[src/rtl/pkt_param_pkg.sv]
// pkt_param_pkg: register map indices, reset values, parameter record and commit states for packet_param_bank
package pkt_param_pkg;
  localparam logic [3:0] R_MAC_HI = 4'h1, R_MAC_LO = 4'h2, R_IP = 4'h3, R_MMAC_HI = 4'h4,
    R_MMAC_LO = 4'h5, R_MIP = 4'h6, R_SRC = 4'h7, R_DST = 4'h8, R_LEN = 4'h9, R_START = 4'hA,
    R_STATUS = 4'hE, R_COMMIT = 4'hF;
  localparam logic [23:0] MCAST_OUI = 24'h01005E;
  localparam logic [47:0] RST_MAC = 48'h002236EC0401;
  localparam logic [31:0] RST_IP = 32'h0A000014, RST_MIP = 32'hE04DEC06;
  localparam logic [15:0] RST_SRC = 16'h5152, RST_DST = 16'h2179;
  typedef enum logic {IDLE, PEND} commit_st_t;
  typedef struct packed {
    logic [47:0] mac;
    logic [31:0] ip;
    logic [47:0] mcast_mac;
    logic [31:0] mcast_ip;
    logic [15:0] src;
    logic [15:0] dst;
    logic [15:0] len;
    logic [15:0] start;
  } params_t;
  function automatic logic [47:0] mcast_mac_of(input logic [31:0] ip);
    return {MCAST_OUI, 1'b0, ip[22:0]};
  endfunction
  function automatic params_t reset_params(input logic [3:0] c, input logic [15:0] len);
    params_t p;
    p.mac = RST_MAC + 48'(c);
    p.ip = RST_IP + 32'(c);
    p.mcast_ip = RST_MIP + 32'(c);
    p.mcast_mac = mcast_mac_of(p.mcast_ip);
    p.src = RST_SRC;
    p.dst = RST_DST;
    p.len = len;
    p.start = '0;
    return p;
  endfunction
endpackage

[src/rtl/packet_param_bank_if.sv]
// packet_param_bank_if: eb register bus (addr, write data/strobe, read strobe, read data/valid)
interface packet_param_bank_if;
  logic [7:0] i_eb_addr;
  logic [31:0] i_eb_wr_data;
  logic i_eb_wr;
  logic i_eb_rd;
  logic [31:0] o_eb_rd_data;
  logic o_eb_rd_valid;
  modport slave (input i_eb_addr, i_eb_wr_data, i_eb_wr, i_eb_rd, output o_eb_rd_data, o_eb_rd_valid);
  modport master (output i_eb_addr, i_eb_wr_data, i_eb_wr, i_eb_rd, input o_eb_rd_data, o_eb_rd_valid);
endinterface

[src/rtl/pkt_param_chan.sv]
// pkt_param_chan: one channel's shadow/active registers and packet-boundary commit FSM (wr is pre-decoded for this channel)
module pkt_param_chan import pkt_param_pkg::*; #(
  parameter logic [3:0] CH = 4'd0,
  parameter logic [15:0] MIN_LEN = 16'd64,
  parameter logic [15:0] MAX_LEN = 16'd2000,
  parameter bit AUTO_MCAST = 1'b1
) (
  input logic clk,
  input logic rst,
  input logic wr,
  input logic [3:0] reg_idx,
  input logic [31:0] wr_data,
  input logic busy,
  output logic [31:0] rd_val,
  output params_t act,
  output logic pend,
  output logic done
);
  commit_st_t st;
  params_t shd, shd_nxt, cmt;
  logic [15:0] len_in;
  assign len_in = wr_data[15:0] < MIN_LEN ? MIN_LEN : wr_data[15:0] > MAX_LEN ? MAX_LEN : wr_data[15:0];
  assign pend = st == PEND;
  always_comb begin
    shd_nxt = shd;
    if (wr)
      case (reg_idx)
        R_MAC_HI: shd_nxt.mac[47:16] = wr_data;
        R_MAC_LO: shd_nxt.mac[15:0] = wr_data[15:0];
        R_IP: shd_nxt.ip = wr_data;
        R_MMAC_HI: shd_nxt.mcast_mac[47:16] = AUTO_MCAST ? shd.mcast_mac[47:16] : wr_data;
        R_MMAC_LO: shd_nxt.mcast_mac[15:0] = AUTO_MCAST ? shd.mcast_mac[15:0] : wr_data[15:0];
        R_MIP: shd_nxt.mcast_ip = wr_data;
        R_SRC: shd_nxt.src = wr_data[15:0];
        R_DST: shd_nxt.dst = wr_data[15:0];
        R_LEN: shd_nxt.len = len_in;
        R_START: shd_nxt.start = wr_data[15:0];
        default: ;
      endcase
    cmt = shd_nxt;
    cmt.mcast_mac = AUTO_MCAST ? mcast_mac_of(shd_nxt.mcast_ip) : shd_nxt.mcast_mac;
  end
  always_comb begin
    rd_val = '0;
    case (reg_idx)
      R_MAC_HI: rd_val = shd.mac[47:16];
      R_MAC_LO: rd_val = {16'd0, shd.mac[15:0]};
      R_IP: rd_val = shd.ip;
      R_MMAC_HI: rd_val = shd.mcast_mac[47:16];
      R_MMAC_LO: rd_val = {16'd0, shd.mcast_mac[15:0]};
      R_MIP: rd_val = shd.mcast_ip;
      R_SRC: rd_val = {16'd0, shd.src};
      R_DST: rd_val = {16'd0, shd.dst};
      R_LEN: rd_val = {16'd0, shd.len};
      R_START: rd_val = {16'd0, shd.start};
      R_STATUS: rd_val = {30'd0, busy, pend};
      default: ;
    endcase
  end
  // commit copies shd_nxt so a shadow write landing on the commit cycle is included
  always_ff @(posedge clk or posedge rst)
    if (rst) begin
      st <= IDLE;
      done <= 1'b0;
      shd <= reset_params(CH, MAX_LEN);
      act <= reset_params(CH, MAX_LEN);
    end else begin
      shd <= shd_nxt;
      done <= 1'b0;
      if (st == PEND && !busy) begin
        act <= cmt;
        done <= 1'b1;
        st <= IDLE;
      end else if (st == IDLE && wr && reg_idx == R_COMMIT)
        st <= PEND;
    end
endmodule

[src/rtl/packet_param_bank.sv]
// packet_param_bank: multi-channel UDP/IP parameter bank; eb bus decode, per-channel banks, registered readback
module packet_param_bank import pkt_param_pkg::*; #(
  parameter int NUM_CH = 4,
  parameter logic [15:0] MIN_LEN = 16'd64,
  parameter logic [15:0] MAX_LEN = 16'd2000,
  parameter bit AUTO_MCAST = 1'b1
) (
  input logic clk,
  input logic rst,
  packet_param_bank_if.slave eb,
  input logic [NUM_CH-1:0] i_pkt_busy,
  output logic [NUM_CH-1:0] o_commit_pend,
  output logic [NUM_CH-1:0] o_commit_done,
  output logic [48*NUM_CH-1:0] o_self_mac,
  output logic [32*NUM_CH-1:0] o_self_ip,
  output logic [48*NUM_CH-1:0] o_mcast_mac,
  output logic [32*NUM_CH-1:0] o_mcast_ip,
  output logic [16*NUM_CH-1:0] o_udp_src_port,
  output logic [16*NUM_CH-1:0] o_udp_dst_port,
  output logic [16*NUM_CH-1:0] o_udp_pkt_len,
  output logic [16*NUM_CH-1:0] o_udp_start_addr
);
  logic [31:0] ch_rd [NUM_CH];
  logic [31:0] rd_mux;
  logic rd_go;
  assign rd_go = eb.i_eb_rd && !eb.i_eb_wr;
  for (genvar c = 0; c < NUM_CH; c++) begin : g_ch
    params_t act;
    logic [31:0] rd_val;
    pkt_param_chan #(.CH(4'(c)), .MIN_LEN(MIN_LEN), .MAX_LEN(MAX_LEN), .AUTO_MCAST(AUTO_MCAST)) u_chan (
      .clk(clk),
      .rst(rst),
      .wr(eb.i_eb_wr && eb.i_eb_addr[7:4] == 4'(c)),
      .reg_idx(eb.i_eb_addr[3:0]),
      .wr_data(eb.i_eb_wr_data),
      .busy(i_pkt_busy[c]),
      .rd_val(rd_val),
      .act(act),
      .pend(o_commit_pend[c]),
      .done(o_commit_done[c])
    );
    assign ch_rd[c] = rd_val;
    assign o_self_mac[c*48 +: 48] = act.mac;
    assign o_self_ip[c*32 +: 32] = act.ip;
    assign o_mcast_mac[c*48 +: 48] = act.mcast_mac;
    assign o_mcast_ip[c*32 +: 32] = act.mcast_ip;
    assign o_udp_src_port[c*16 +: 16] = act.src;
    assign o_udp_dst_port[c*16 +: 16] = act.dst;
    assign o_udp_pkt_len[c*16 +: 16] = act.len;
    assign o_udp_start_addr[c*16 +: 16] = act.start;
  end
  // channels at or above NUM_CH match nothing and read back as zero
  always_comb begin
    rd_mux = '0;
    for (int c = 0; c < NUM_CH; c++)
      if (eb.i_eb_addr[7:4] == 4'(c)) rd_mux = ch_rd[c];
  end
  always_ff @(posedge clk or posedge rst)
    if (rst) begin
      eb.o_eb_rd_valid <= 1'b0;
      eb.o_eb_rd_data <= '0;
    end else begin
      eb.o_eb_rd_valid <= rd_go;
      if (rd_go) eb.o_eb_rd_data <= rd_mux;
    end
endmodule

[src/flat_wrapper.sv]
// flat-port wrapper written by rule: the top's interface ports become plain ports
module packet_param_bank_flat import pkt_param_pkg::*;
#(
  parameter int NUM_CH = 4,
  parameter logic [15:0] MIN_LEN = 16'd64,
  parameter logic [15:0] MAX_LEN = 16'd2000,
  parameter bit AUTO_MCAST = 1'b1
)
  (clk, rst, i_pkt_busy, o_commit_pend, o_commit_done, o_self_mac, o_self_ip, o_mcast_mac, o_mcast_ip, o_udp_src_port, o_udp_dst_port, o_udp_pkt_len, o_udp_start_addr, eb_i_eb_addr, eb_i_eb_wr_data, eb_i_eb_wr, eb_i_eb_rd, eb_o_eb_rd_data, eb_o_eb_rd_valid);
  packet_param_bank_if eb_i ();
  input logic clk;
  input logic rst;
  input logic [NUM_CH-1:0] i_pkt_busy;
  output logic [NUM_CH-1:0] o_commit_pend;
  output logic [NUM_CH-1:0] o_commit_done;
  output logic [48*NUM_CH-1:0] o_self_mac;
  output logic [32*NUM_CH-1:0] o_self_ip;
  output logic [48*NUM_CH-1:0] o_mcast_mac;
  output logic [32*NUM_CH-1:0] o_mcast_ip;
  output logic [16*NUM_CH-1:0] o_udp_src_port;
  output logic [16*NUM_CH-1:0] o_udp_dst_port;
  output logic [16*NUM_CH-1:0] o_udp_pkt_len;
  output logic [16*NUM_CH-1:0] o_udp_start_addr;
  input wire logic [$bits(eb_i.i_eb_addr)-1:0] eb_i_eb_addr;
  input wire logic [$bits(eb_i.i_eb_wr_data)-1:0] eb_i_eb_wr_data;
  input wire logic [$bits(eb_i.i_eb_wr)-1:0] eb_i_eb_wr;
  input wire logic [$bits(eb_i.i_eb_rd)-1:0] eb_i_eb_rd;
  output wire logic [$bits(eb_i.o_eb_rd_data)-1:0] eb_o_eb_rd_data;
  output wire logic [$bits(eb_i.o_eb_rd_valid)-1:0] eb_o_eb_rd_valid;
  assign eb_i.i_eb_addr = eb_i_eb_addr;
  assign eb_i.i_eb_wr_data = eb_i_eb_wr_data;
  assign eb_i.i_eb_wr = eb_i_eb_wr;
  assign eb_i.i_eb_rd = eb_i_eb_rd;
  assign eb_o_eb_rd_data = eb_i.o_eb_rd_data;
  assign eb_o_eb_rd_valid = eb_i.o_eb_rd_valid;
  packet_param_bank #(.NUM_CH(NUM_CH), .MIN_LEN(MIN_LEN), .MAX_LEN(MAX_LEN), .AUTO_MCAST(AUTO_MCAST)) u_core (.clk(clk), .rst(rst), .eb(eb_i), .i_pkt_busy(i_pkt_busy), .o_commit_pend(o_commit_pend), .o_commit_done(o_commit_done), .o_self_mac(o_self_mac), .o_self_ip(o_self_ip), .o_mcast_mac(o_mcast_mac), .o_mcast_ip(o_mcast_ip), .o_udp_src_port(o_udp_src_port), .o_udp_dst_port(o_udp_dst_port), .o_udp_pkt_len(o_udp_pkt_len), .o_udp_start_addr(o_udp_start_addr));
endmodule
[config.mk]
export PLATFORM = sky130hd
export DESIGN_NAME = packet_param_bank_flat
export DESIGN_NICKNAME = d
export VERILOG_FILES = /design/src/rtl/pkt_param_pkg.sv /design/src/rtl/packet_param_bank_if.sv /design/src/rtl/pkt_param_chan.sv /design/src/rtl/packet_param_bank.sv /design/src/flat_wrapper.sv
export SDC_FILE = /design/constraint.sdc
export NUM_CORES = 2
export LEC_CHECK = 0
export ABC_AREA = 1
export CAP_MARGIN = 20
export CORE_AREA = 10 10 378 380
export DETAILED_ROUTE_END_ITERATION = 8
export DIE_AREA = 0 0 388 390
export GPL_TIMING_DRIVEN = 0
export PLACE_DENSITY = 0.73
export SETUP_SLACK_MARGIN = 0.3
export SYNTH_ARGS = -nofsm -noshare
export SYNTH_HDL_FRONTEND = slang
export SYNTH_SLANG_ARGS = --single-unit
[constraint.sdc]
create_clock -name clk -period 48.2 [get_ports clk]
set_input_delay 9.64 -clock clk [delete_from_list [all_inputs] [get_ports clk]]
set_output_delay 9.64 -clock clk [all_outputs]
set_load 0.005 [all_outputs]
==> metrics.md <==
| Metric | Value |
|---|---|
| Ports | 985 |
| Slowest stage delay, CP | 1.07 ns |
| RSZ-0062 raised after global routing | false |
| Synth top area cells | dfrtp_1, dfstp_2, nand2_1 |
| Largest net degree at the start of global routing | 48 |
| Power Density | 50.5 nW/um^2 |
| Synth async-reset ratio | 100% |
| Seq/Total Area, Yosys | 59.3% |
| Max Freq | 73.1 MHz |
| CTS H-tree depth | 4 |
| GRT Util Overall | 50.9% |
| Flops & latches, synth | 1449 |
| Layout net count | 8450 |
| Type of the worst setup path | in2reg |
| Setup TNS | 0 ns |
| # fillers | 11200 |
| Arr. time, crit path | 14.44 ns |
| Mean Syn Cell Area | 8.60 sq um |
| Area Overhead vs Synth | 29.7% |
| Initial DRC Count | 11500 |
| MaxCap Viol Count | 0 |
| Setup bufs post-CTS | 0 |
| Most common cell in the netlist | nand2_1 |
| CP Launch Type | input port |
| GP Congestion | 1.10 |
| WP data required | 48.95 ns |
| Crit Reg-Reg Endpoint | u_core.g_ch[1].u_chan.act[81] |
| TritonCTS Buffers | 156 |
| Worst Tran Pin Value | 1.40 ns |
| Core Area | 135000 sq um |
| Post-Route WL | 399000 microns |
| Slew HR | 6.62% |
| FF-to-FF Start | u_core.g_ch[1].u_chan.pend |
| Antenna-violating nets left | 0 |
| Post-synth cell types | 34 |
| Synth top area share | 41.9% |
| Hpwl dp | 318000 microns |
| Total grt overflow | 0 |
| Synthesized cell area | 62000 sq um |
| Fin util | 59.6% |
| Critical path cell sequence | clkdlybuf4s50_1 > nor2_2 > nand2_2 > nor2_2 > nand2_2 > clkbuf_1 > buf_8 > clkbuf_1 > o21ai_0 > nand2_1 > nand2_1 |
| Critical path origin | eb_i_eb_addr[6] |
| Worst setup path endpoint | u_core.g_ch[2].u_chan.act[180] |
| Post-synthesis xor/xnor area fraction | 0% |
| Register-to-register setup slack | 44.60 ns |
| CTS Hold Bufs | 0 |
| First-pass GRT wire length | 531000 microns |
| Gate Count Post-Synth | 7211 |
| Max IR drop VDD | 41.5 uV |
| Hold Crit Class | reg2reg |
| Slowest-stage cell, CP | o21ai_0 |
| Minimum clock period | 13.68 ns |
| Critical Path Fanout Max | 10 |
| Min Hold Slack | 0.468 ns |
| Share of cells above drive strength 1 | 12.9% |
| CTS Buffer Depth | 3 |
| Initial antenna violation count | 73 |
| Synth Area in Adders | 0% |
| Std cell rows | 135 |
| Largest family of logic cells by synthesized area | simple AND/OR/NAND/NOR gates |
| Worst-case clock skew | 0.0356 ns |
| Synth Flop Type | dfrtp_1 |
| Input/output buffers | 867 |
| Fin. Hold Viols | 0 |
| CTS Root Cell | clkbuf_16 |
| Post-Synth Simple-Gate Area | 21.9% |
| Clock sinks | 1449 |
| Leak | 38.8 nW |
| 1st-pass router iterations | 7 |
| Portion of netlist area occupied by mux cells | 0% |
| Vias/cell | 6.38 |
| Status | finished, final reports clean |
| Initial cell density of the core | 45.9% |
| Synth Area in Compound Gates | 10.9% |
| CTS resizes | 0 |
| Chip width | 388 microns |
| Routed wire per std cell | 38.5 microns |
| Setup violators final | 0 |
| Fin crit share | 28.4% |
| # DRC | 0 |
| Bufs and invs on worst path | 4 |
| Die Span Y | 390 microns |
| Register-to-Register Path Depth | 7 |
| TritonCTS clock tree | built |
| DR vias | 66100 |
| Post-synth EDFFs | 0 |
| Most frequent cells after synthesis | nand2_1, dfrtp_1, o21ai_0 |
| Levels on crit path | 11 |
| Critical Path End Type | flip-flop |
| Number of global-route vias before repair | 63000 |
| DIE AREA | 151000 sq um |
| Slew Limit Fails | 0 |
| Clock Latency Late Sink | 0.83 ns |
| Synth warnings | 0 |
| Cell accounting for the most synthesized area | dfrtp_1 |
| Family with the most delay on the worst path | simple AND/OR/NAND/NOR gates |
| Worst-path clk slew | 0.06 ns |
## cell usage in the layout (no fill, tap or decap), types with 42 or more instances in the layout
cell type and n:
nand2_1 2817, dfrtp_1 1039, clkdlybuf4s50_1 867, o21ai_0 570, dfstp_2 410, inv_1 386, o22ai_1 362, clkbuf_1 332
nor2_1 304, nand3_1 257, buf_4 206, o21ai_1 201, clkbuf_16 160, conb_1 100, buf_2 76, buf_1 54
diode_2 42
## final cells by class
cell class	instances	area, sq um	area share [%]
multi-input combinational	4799	20700	25.8
antenna	42	105	0.131
buffer	663	3380	4.21
clock inverter	74	1250	1.55
timing repair buffer	935	9910	12.3
sequential	1449	36800	45.7
clock buffer	216	4510	5.61
tap	1781	2230	2.77
inverter	398	1500	1.86
## state kept, by name, summed over array words and instances (netlist names)
signal                   flops
u_core.g_ch.u_chan.done      4
u_core.eb.o_eb_rd_valid      1
u_core.g_ch.u_chan.pend      4
u_core.eb.o_eb_rd_data      32
u_core.g_ch.u_chan.act     704
u_core.g_ch.u_chan.shd     704
## power breakdown
part	leakage (nW)	total, W	internal [W]	switching, W
clock	2.81	0.00137	0.000808	0.000558
combinational	19.1	0.00104	0.000504	0.000541
sequential	16.9	0.00165	0.00148	0.000169
total	38.8	0.00406	0.00279	0.00127
## per-layer routing
| layer | wire (microns) | share of wire (%) | track usage (%) |
|---|---|---|---|
| met1 | 145000 | 36 | 62.4 |
| met2 | 159000 | 40 | 70.3 |
| met3 | 64600 | 16 | 27.9 |
| met4 | 29600 | 7.4 | 29.3 |
| met5 | 594 | 0.15 | 0.0638 |
## worst register-to-register path, delay by kind of cell (launching register included)
kind / cells / cell delay [ns]
buffers and inverters: 4 / 1.85
and+or+nand+nor: 3 / 1.11
DFF: 1 / 0.53
## stage by stage
step	area (sq um)	std cells	total power (W)	worst slack (ns)
2_1_floorplan	62400	7309	0.00195	18.84
3_3_place_gp	73300	9957	0.00263	10.73
3_5_place_dp	74400	10000	0.00266	34.17
4_1_cts	80200	10300	0.00402	35.01
5_1_grt	80300	10300	0.00416	34.85
6_report	80400	10400	0.00406	34.52
## how the worst min path moves through the flow
| stage | from | to | slack [ns] | depth (start not counted) |
|---|---|---|---|---|
| final | u_core.g_ch[3].u_chan.act[32] | u_core.g_ch[3].u_chan.act[32] | 0.47 | 2 |
| after detailed placement | u_core.g_ch[3].u_chan.act[198] | u_core.g_ch[3].u_chan.act[198] | 0.46 | 2 |
| after floorplan | u_core.g_ch[0].u_chan.act[146] | u_core.g_ch[0].u_chan.act[146] | 0.46 | 2 |
| after global placement | u_core.g_ch[3].u_chan.act[145] | u_core.g_ch[3].u_chan.act[145] | 0.46 | 2 |
| after global routing | u_core.g_ch[3].u_chan.act[198] | u_core.g_ch[3].u_chan.act[198] | 0.47 | 2 |
| after CTS | u_core.g_ch[3].u_chan.act[202] | u_core.g_ch[3].u_chan.act[202] | 0.47 | 2 |
## logic make-up after synthesis
| logic type | Yosys count |
|---|---|
| AO/OA/AOI/OAI | 1228 |
| flip-flops | 1449 |
| buffers and inverters | 1061 |
| AND/OR/NAND/NOR | 3471 |
| other | 2 |
Power figures use the tool's default switching activity.
